### src/rtl/vga_pattern_gen_pkg.sv
// Shared mode encoding and colour-bar lookup for the VGA test-pattern generator.
package vga_pattern_pkg;

    typedef enum logic [3:0] {
        MODE_RED    = 4'd0,
        MODE_GREEN  = 4'd1,
        MODE_BLUE   = 4'd2,
        MODE_CUST   = 4'd3,
        MODE_BARS   = 4'd4,
        MODE_CHECK  = 4'd5,
        MODE_RAMP   = 4'd6,
        MODE_SCROLL = 4'd7,
        MODE_BLINK  = 4'd8,
        MODE_DFLT   = 4'd9
    } mode_e;

    // Channel enables {r,g,b}; the caller widens each bit to a full COLOR_W channel.
    function automatic logic [2:0] bar_rgb(input logic [2:0] idx);
        logic [2:0] on;
        case (idx)
            3'd0:    on = 3'b111;
            3'd1:    on = 3'b110;
            3'd2:    on = 3'b011;
            3'd3:    on = 3'b010;
            3'd4:    on = 3'b101;
            3'd5:    on = 3'b100;
            3'd6:    on = 3'b001;
            default: on = 3'b000;
        endcase
        return on;
    endfunction

endpackage

### src/rtl/vga_pattern_gen_frame_ctrl.sv
// Frame-synchronous state: latched mode/colour, scroll offset and blink phase.
module vga_frame_ctrl
    import vga_pattern_pkg::*;
#(
    parameter int COLOR_W      = 8,
    parameter int CNT_W        = 10,
    parameter int H_ACTIVE     = 640,
    parameter int SCROLL_STEP  = 2,
    parameter int BLINK_FRAMES = 30
) (
    input  logic                 clk,
    input  logic                 rst,
    input  logic                 frame_start,
    input  logic [3:0]           sw,
    input  logic [3*COLOR_W-1:0] cust_rgb,
    output logic [3:0]           mode_q,
    output logic [3*COLOR_W-1:0] cust_q,
    output logic [CNT_W-1:0]     offset,
    output logic                 blink_ph
);

    localparam int               FRM_W    = (BLINK_FRAMES > 1) ? $clog2(BLINK_FRAMES) : 1;
    localparam logic [FRM_W-1:0] FRM_LAST = FRM_W'(BLINK_FRAMES - 1);
    localparam logic [CNT_W:0]   STEP     = (CNT_W+1)'(SCROLL_STEP);
    localparam logic [CNT_W:0]   HA       = (CNT_W+1)'(H_ACTIVE);

    logic [3:0]           r_mode_q;
    logic [3*COLOR_W-1:0] r_cust_q;
    logic [CNT_W-1:0]     r_offset;
    logic [FRM_W-1:0]     r_frm_cnt;
    logic                 r_blink_ph;

    logic [CNT_W:0] w_sum;
    logic           w_keep_scroll;

    assign w_sum         = {1'b0, r_offset} + STEP;
    // Scrolling only continues when the mode stays at scroll across the boundary.
    assign w_keep_scroll = (sw == MODE_SCROLL) && (r_mode_q == MODE_SCROLL);

    always_ff @(posedge clk or negedge rst) begin
        if (!rst) begin
            r_mode_q   <= '0;
            r_cust_q   <= '0;
            r_offset   <= '0;
            r_frm_cnt  <= '0;
            r_blink_ph <= 1'b0;
        end else if (frame_start) begin
            r_mode_q <= sw;
            r_cust_q <= cust_rgb;
            if (r_frm_cnt == FRM_LAST) begin
                r_frm_cnt  <= '0;
                r_blink_ph <= ~r_blink_ph;
            end else begin
                r_frm_cnt <= r_frm_cnt + FRM_W'(1);
            end
            if (w_keep_scroll) begin
                r_offset <= (w_sum >= HA) ? CNT_W'(w_sum - HA) : CNT_W'(w_sum);
            end else begin
                r_offset <= '0;
            end
        end
    end

    assign mode_q   = r_mode_q;
    assign cust_q   = r_cust_q;
    assign offset   = r_offset;
    assign blink_ph = r_blink_ph;

endmodule

### src/rtl/vga_pattern_gen.sv
// Per-pixel test-pattern mux with one registered output stage between the
// timing generator and the video encoder.
module vga_pattern_gen
    import vga_pattern_pkg::*;
#(
    parameter int COLOR_W      = 8,
    parameter int CNT_W        = 10,
    parameter int H_ACTIVE     = 640,
    parameter int BAR_SHIFT    = 6,
    parameter int CHECK_SHIFT  = 5,
    parameter int SCROLL_STEP  = 2,
    parameter int BLINK_FRAMES = 30
) (
    input  logic                 clk,
    input  logic                 rst,
    input  logic                 active,
    input  logic                 frame_start,
    input  logic [CNT_W-1:0]     hcount,
    input  logic [CNT_W-1:0]     vcount,
    input  logic [3:0]           sw,
    input  logic [3*COLOR_W-1:0] cust_rgb,
    output logic [COLOR_W-1:0]   r,
    output logic [COLOR_W-1:0]   g,
    output logic [COLOR_W-1:0]   b,
    output logic                 active_o
);

    localparam logic [COLOR_W-1:0]   M        = '1;
    localparam logic [2*COLOR_W-1:0] ALT      = {COLOR_W{2'b10}};
    localparam logic [COLOR_W-1:0]   ORANGE_G = ALT[2*COLOR_W-1 -: COLOR_W];
    localparam logic [CNT_W:0]       HA       = (CNT_W+1)'(H_ACTIVE);

    logic [3:0]           w_mode_q;
    logic [3*COLOR_W-1:0] w_cust_q;
    logic [CNT_W-1:0]     w_offset;
    logic                 w_blink_ph;

    vga_frame_ctrl #(
        .COLOR_W      (COLOR_W),
        .CNT_W        (CNT_W),
        .H_ACTIVE     (H_ACTIVE),
        .SCROLL_STEP  (SCROLL_STEP),
        .BLINK_FRAMES (BLINK_FRAMES)
    ) u_frame_ctrl (
        .clk         (clk),
        .rst         (rst),
        .frame_start (frame_start),
        .sw          (sw),
        .cust_rgb    (cust_rgb),
        .mode_q      (w_mode_q),
        .cust_q      (w_cust_q),
        .offset      (w_offset),
        .blink_ph    (w_blink_ph)
    );

    logic [CNT_W:0]     w_x_sum;
    logic [CNT_W:0]     w_x;
    logic [2:0]         w_bar_on;
    logic [2:0]         w_scr_on;
    logic               w_chk;
    logic [COLOR_W-1:0] w_r;
    logic [COLOR_W-1:0] w_g;
    logic [COLOR_W-1:0] w_b;
    logic               w_unused_ok;

    // One extra bit keeps hcount+offset from overflowing before the wrap.
    assign w_x_sum     = {1'b0, hcount} + {1'b0, w_offset};
    assign w_x         = (w_x_sum >= HA) ? (w_x_sum - HA) : w_x_sum;
    assign w_bar_on    = bar_rgb(hcount[BAR_SHIFT +: 3]);
    assign w_scr_on    = bar_rgb(w_x[BAR_SHIFT +: 3]);
    assign w_chk       = hcount[CHECK_SHIFT] ^ vcount[CHECK_SHIFT];
    assign w_unused_ok = ^{vcount, w_x};

    always_comb begin
        w_r = '0;
        w_g = '0;
        w_b = '0;
        case (w_mode_q)
            MODE_RED:   w_r = M;
            MODE_GREEN: w_g = M;
            MODE_BLUE:  w_b = M;
            MODE_CUST: begin
                w_r = w_cust_q[3*COLOR_W-1 -: COLOR_W];
                w_g = w_cust_q[2*COLOR_W-1 -: COLOR_W];
                w_b = w_cust_q[COLOR_W-1:0];
            end
            MODE_BARS: begin
                w_r = {COLOR_W{w_bar_on[2]}};
                w_g = {COLOR_W{w_bar_on[1]}};
                w_b = {COLOR_W{w_bar_on[0]}};
            end
            MODE_CHECK: begin
                w_r = {COLOR_W{w_chk}};
                w_g = {COLOR_W{w_chk}};
                w_b = {COLOR_W{w_chk}};
            end
            MODE_RAMP: begin
                w_r = hcount[CNT_W-1 -: COLOR_W];
                w_g = hcount[CNT_W-1 -: COLOR_W];
                w_b = hcount[CNT_W-1 -: COLOR_W];
            end
            MODE_SCROLL: begin
                w_r = {COLOR_W{w_scr_on[2]}};
                w_g = {COLOR_W{w_scr_on[1]}};
                w_b = {COLOR_W{w_scr_on[0]}};
            end
            MODE_BLINK: begin
                if (!w_blink_ph) begin
                    w_r = w_cust_q[3*COLOR_W-1 -: COLOR_W];
                    w_g = w_cust_q[2*COLOR_W-1 -: COLOR_W];
                    w_b = w_cust_q[COLOR_W-1:0];
                end
            end
            default: begin
                w_r = M;
                w_g = ORANGE_G;
            end
        endcase
    end

    logic [COLOR_W-1:0] r_r;
    logic [COLOR_W-1:0] r_g;
    logic [COLOR_W-1:0] r_b;
    logic               r_act;

    // Output stage: blanking is applied here so the mux stays blanking-agnostic.
    always_ff @(posedge clk or negedge rst) begin
        if (!rst) begin
            r_r   <= '0;
            r_g   <= '0;
            r_b   <= '0;
            r_act <= 1'b0;
        end else begin
            r_act <= active;
            r_r   <= active ? w_r : '0;
            r_g   <= active ? w_g : '0;
            r_b   <= active ? w_b : '0;
        end
    end

    assign r        = r_r;
    assign g        = r_g;
    assign b        = r_b;
    assign active_o = r_act;

endmodule

### config.mk
export PLATFORM = sky130hd
export DESIGN_NAME = vga_pattern_gen
export DESIGN_NICKNAME = d
export VERILOG_FILES = /design/src/rtl/vga_pattern_gen_pkg.sv /design/src/rtl/vga_pattern_gen_frame_ctrl.sv /design/src/rtl/vga_pattern_gen.sv
export SDC_FILE = /design/constraint.sdc
export NUM_CORES = 1
export LEC_CHECK = 0
export BUFFER_PORTS_ARGS = -buffer_cell sky130_fd_sc_hd__buf_2
export CORE_MARGIN = 2
export CORE_UTILIZATION = 24
export CTS_CLUSTER_SIZE = 20
export DETAILED_ROUTE_END_ITERATION = 10
export GPL_ROUTABILITY_DRIVEN = 1
export PLACE_DENSITY = 0.41
export SLEW_MARGIN = 20
export SYNTH_ARGS = -nofsm -noshare
export SYNTH_HDL_FRONTEND = slang
export SYNTH_SLANG_ARGS = --single-unit
### constraint.sdc
create_clock -name clk -period 8.3 [get_ports clk]
set_input_delay 1.245 -clock clk [delete_from_list [all_inputs] [get_ports clk]]
set_output_delay 1.245 -clock clk [all_outputs]
set_load 0.01 [all_outputs]
---- Word level (Yosys, flattened, before mapping) ----
Index checks and enable logic that the tools add are counted.
Widths: inputs -> output; s select.
storage, ports and cells
  register bits after elaboration ......... 69
  latch bits .............................. 0
  bits in writable memories ............... 0
  bits in read-only memories .............. 0
  input bits .............................. 52
  output and inout port bits .............. 25
  word-level logic and storage cells ...... 62
  memories ................................ 0
cells by class
  $add $sub $neg .......................... 5
  $mul .................................... 0
  div/mod/pow operators ................... 0
  order comparisons ....................... 2
  equality and inequality tests ........... 22
  shift-type cells ........................ 0
  mux-type cells .......................... 15
  bitwise operators ....................... 2
  reductions and logical operators ........ 7
operators by type and width
  kind                    count
  $pmux 8 s7              2
  $pmux 8 s8              1
  $mux 8                  6
  $pmux 3 s7              2
  $ge 11x10->1 const B    2
  $eq 4x3->1 const B      5
  $mux 10                 2
  $eq 3x3->1 const B      6
  $eq 3x2->1 const B      4
  $add 10x10->11          1
  $add 10x2->11 const B   1
  $sub 10x10->10 const B  1
  $mux 9                  1
  $sub 9x8->9 const B     1
  $eq 4x2->1 const B      2
  $eq 3x1->1 const B      2
  $logic_not 3->1         2
  $add 5x1->5 const B     1
  $eq 5x5->1 const B      1
  $mux 5                  1
  $eq 4x1->1 const B      1
  $eq 4x4->1 const B      1
  $logic_not 4->1         1
  $reduce_or 2->1         2
  other kinds (4)         4

---- Logic depth before layout (Yosys ltp) ----
  depth in word-level cells ............... 7
  mapped depth ............................ 14

---- Hierarchy ----
A second synthesis with hierarchy kept.
second synthesis, totals
  cell total of the unflattened synthesis .. 391
  area total of the unflattened synthesis .. 3943.8 um2
by module, submodules not included
  module           instances  cells each  area an instance (um2)  sequential area each (um2)
  vga_frame_ctrl   1          180         2087.0                  1076.0
  vga_pattern_gen  1          211         1856.8                  625.6

---- Worst setup path after synthesis ----
OpenSTA, ideal clock, no wires.
  path kind ............................... input to register
  start point ............................. input port hcount[2]
  end point ............................... register r_g[0], in the netlist g[0]
  arrival ................................. 3.800 ns
  required time ........................... 8.163 ns
  slack ................................... 4.364 ns
  stages on the path ...................... 14
  cells stage by stage .................... ha_1 buf_2 a21oi_2 o22ai_1 o22ai_1 xor2_1 ha_1 nor3b_1 o21ai_0 mux2i_1 nor4b_4 mux2_2 o311ai_4 nand2_1
between the ends
  cells in the longest elaborated chain, start to end .. 7
  elaborated cells between the ends (all ways) .. 14
ends and longest elaborated chain
  element                                      RTL line                   source
  start: declaration                           vga_pattern_gen.sv:18      input logic [CNT_W-1:0] hcount,
  $add 10x10->11                               vga_pattern_gen.sv:67      assign w_x_sum = {1'b0, hcount} + {1'b0, w_offset};
  $sub 9x8->9 or $ge 11x10->1 (tied branches)  vga_pattern_gen.sv:68      assign w_x = (w_x_sum >= HA) ? (w_x_sum - HA) : w_x_sum;
  $mux 9                                       vga_pattern_gen.sv:68
  $eq 3x3->1, or another cell as far along     vga_pattern_gen_pkg.sv:20  case (idx)
  $pmux 3 s7                                   vga_pattern_gen_pkg.sv:20
  $pmux 8 s8 (*)                               vga_pattern_gen.sv:78      case (w_mode_q)
  $mux 8 (*)                                   vga_pattern_gen.sv:136     r_g <= active ? w_g : '0;
  end signal: assignment                       vga_pattern_gen.sv:136
  end: declaration                             vga_pattern_gen.sv:122     logic [COLOR_W-1:0] r_g;
Every way passes the cells marked *; elsewhere a longest branch is shown, timed or not.
A chain may end at the register's enable or synchronous reset.

---- Worst setup path in the final report ----
  start point ............................. input port hcount[2]
  end point ............................... register r_g[4], in the netlist g[4]
between the ends
  cells in the longest elaborated chain, start to end .. 7
  elaborated cells between the ends (all ways) .. 14
ends and longest elaborated chain
  element                                      RTL line
  $add 10x10->11 (*)                           vga_pattern_gen.sv:67
  $sub 9x8->9 or $ge 11x10->1 (tied branches)  vga_pattern_gen.sv:68
  $mux 9 (*)                                   vga_pattern_gen.sv:68
  $eq 3x3->1, or another cell as far along     vga_pattern_gen_pkg.sv:20
  $pmux 3 s7 (*)                               vga_pattern_gen_pkg.sv:20
  $pmux 8 s8 (*)                               vga_pattern_gen.sv:78
  $mux 8 (*)                                   vga_pattern_gen.sv:136
Marked as above.

==> flow_metrics.tcl <==
set metrics [dict create \
    critPathTopFamily "compound AO/OA/AOI/OAI gates" \
    ir_worst_vdd_v 0.0000998 \
    rsz0062_at_grt "no" \
    core-area_um2 15300 \
    clk_path_buf_depth 2 \
    max_slew.worst_pin.slew_ns 0.945 \
    drc_errors 0 \
    cts_tree "done" \
    status "complete, no violations" \
    preCtsSetupSlack_ns 3.75 \
    crit_required_ns 8.50 \
    drv_slew 0 \
    ant_nets 0 \
    endpoint_kind "flop" \
    path_max_fanout 8 \
    hold_buffers 0 \
    die-width_um 129 \
    synth_cell_types 53 \
    hold_viol_final 0 \
    maxSlewHeadroom_pct 36.4 \
    drive_above_1_share_pct 27.5 \
    synth_enable_flop_cells 0 \
    grt_max_degree 69 \
    dr.first_iter.drc_count 122 \
    post_cts_resized 0 \
    diodes 0 \
    initial_utilization_pct 24.7 \
    final_common_cell "dfrtp_1" \
    min_period_ns 4.17 \
    synthCells 388 \
    crit_buf_inv 1 \
    async_flop_share_pct 100 \
    antenna_found_initial 0 \
    p_leak_nw 2.09 \
    wl_um 10100 \
    pin_count 77 \
    fin_crit_sh_pct 50.2 \
    hpwl_um 7590 \
    setup_viol 0 \
    crit_chain "buf_2 -> ha_1 -> a21oi_2 -> o22ai_1 -> o22ai_1 -> xor2_1 -> ha_1 -> nor3b_1 -> o21ai_0 -> mux2i_1 -> nor4b_4 -> mux2_2 -> o311ai_4 -> nand2_1" \
    crit_type "primary input to flop" \
    final.setup_skew_ns 0.00984 \
    grt_pass1_wl_um 16100 \
    grt_overflow 0 \
    routabilityCongestion 0.832 \
    port-buffer-count 67 \
    cp_slowest_stage_delay_ns 0.41 \
    fin_tns_setup_ns 0 \
    first_global_vias 2970 \
    clk_pin_slew_worst_paths_ns 0.06 \
    cp.arrival_ns 4.37 \
    cts_buffers 9 \
    clock-root-buffer "clkbuf_16" \
    fmax_ghz 0.240 \
    ys.flop_type "dfrtp_1" \
    powerDensity_nw_per_um2 196 \
    wl_per_cell_um 15.1 \
    finalNetCount 523 \
    hold_class "flop to flop" \
    critPathLaunchType "primary input" \
    firstDrtPassIters 4 \
    synth_fp_nets 455 \
    clkLatencyLatePin_ns 0.34 \
    die_area_um2 16700 \
    yosys_warnings 0 \
    cts_setup_buffers 0 \
    min_path_cells 1 \
    worstSetupPathDepth 14 \
    via_per_inst 4.61 \
    reg2regPathDepth 13 \
    grt.total_usage_pct 12.7 \
    die_h_um 129 \
    crit_slowest_cell "ha_1" \
    syn_area_um2 3770 \
    htreeDepth 3 \
    layout_common_cells "68 x dfrtp_1, 67 x buf_2, 62 x nand2_1, 30 x a21oi_1, 28 x mux2_2" \
    ys_seq_elements 68 \
    max-cap-violations 0 \
    setup_ws_ns 4.13 \
    num_rows 45 \
    syn_area_per_cell_um2 9.71 \
    cts.sink_count 68 \
    areaGrowthSynthToFinish_pct 22.4 \
    ys_seq_area_share_pct 45.2 \
    via_count 3098 \
]
[path summary, 6_finish.rpt]
path / from / endpoint / slack (ns)
worst max-delay path: hcount[2] / g[4] / 4.13
worst min-delay path: u_frame_ctrl.blink_ph / u_frame_ctrl.blink_ph / 0.48
worst max register to register: u_frame_ctrl.offset[2] / g[4] / 4.67
worst min register to register: u_frame_ctrl.blink_ph / u_frame_ctrl.blink_ph / 0.48
max in group asynchronous: rst / b[0] / 6.62
min in group asynchronous: rst / g[3] / 1.11
[cell usage after synthesis (3+ instances only)]
master     n  area [um^2]
dfrtp_1   68         1700
nand2_1   62          233
a21oi_1   30          150
mux2_2    28          315
nor2_1    19         71.3
o21ai_0   17         85.1
ha_1      15          188
inv_1     14         52.6
nand3_1   14         70.1
a31oi_1   12         75.1
o22ai_1    9         56.3
clkbuf_1   7         26.3
nor3_1     7         35.0
xnor2_1    7         61.3
nand2b_1   5         31.3
a21boi_0   4         30.0
a21o_1     4         30.0
and3_1     4         25.0
nor3b_1    4         30.0
o21a_1     4         30.0
buf_1      3         11.3
mux2i_1    3         30.0
nor4_1     3         18.8
o31ai_1    3         22.5
xor2_1     3         26.3
[registers in the layout, indices dropped and copies added, names as in the netlist]
signal and cells:
u_frame_ctrl.cust_q 24, u_frame_ctrl.offset 9, b 8, g 8
r 8, u_frame_ctrl.r_frm_cnt 5, u_frame_ctrl.mode_q 4, active_o 1
u_frame_ctrl.blink_ph 1
[metal layers]
metal  vias up  wire (um)  GRT usage (%)
li1       1553          -              -
met1      1477       4840           17.4
met2        59       4790           19.9
met3         9        359           2.56
met4         0        146           4.28
met5         -          0              0
[final cells by class]
class                           count  area (um^2)
Sequential cell                    68         1700
Clock inverter                      7         51.3
Inverter                           14         52.6
Multi-Input combinational cell    293         1960
Fill cell                        1616        10600
Tap cell                          211          264
Clock buffer                        9          225
Timing Repair Buffer               70          358
[power by group]
part           internal [mW]  leakage [nW]  switching (mW)
Clock                  0.203         0.132           0.150
Sequential             0.370         0.857          0.0276
Combinational         0.0657          1.10          0.0868
Total                  0.639          2.09           0.264
[per-stage QoR]
stage | cells | util, % | hold slack (ns) | cell area, um^2 | total power, mW
after global placement | 656 | 28.4 | 0.478 | 4330 | 0.555
final | 672 | 30.2 | 0.483 | 4610 | 0.903
after floorplan | 388 | - | 0.446 | 3770 | 0.494
after detailed placement | 656 | 28.4 | 0.481 | 4330 | 0.558
after CTS | 672 | 30.2 | 0.490 | 4610 | 0.920
after global routing | 672 | 30.2 | 0.510 | 4610 | 0.958
[logic make-up (layout without fill, tap and decap cells)]
family	count (synthesis)	after routing	share of synthesized area [%]
simple gates	134	134	17.3
compound gates	103	103	18.1
flops	68	68	45.2
mux	31	31	9.17
buf+inv	27	100	2.96
fa+ha+maj	15	15	4.98
xor+xnor	10	10	2.33
[worst register-to-register path, stage by stage (launching register included)]
cell and delay [ns]:
dfrtp_1 0.45, ha_1 0.45, a21oi_2 0.10, o22ai_1 0.35, o22ai_1 0.14, xor2_1 0.40
ha_1 0.25, nor3b_1 0.05, o21ai_0 0.12, mux2i_1 0.17, nor4b_4 0.35, mux2_2 0.40
o311ai_4 0.13, nand2_1 0.11
Note: power is estimated with default switching activity, not from simulation.
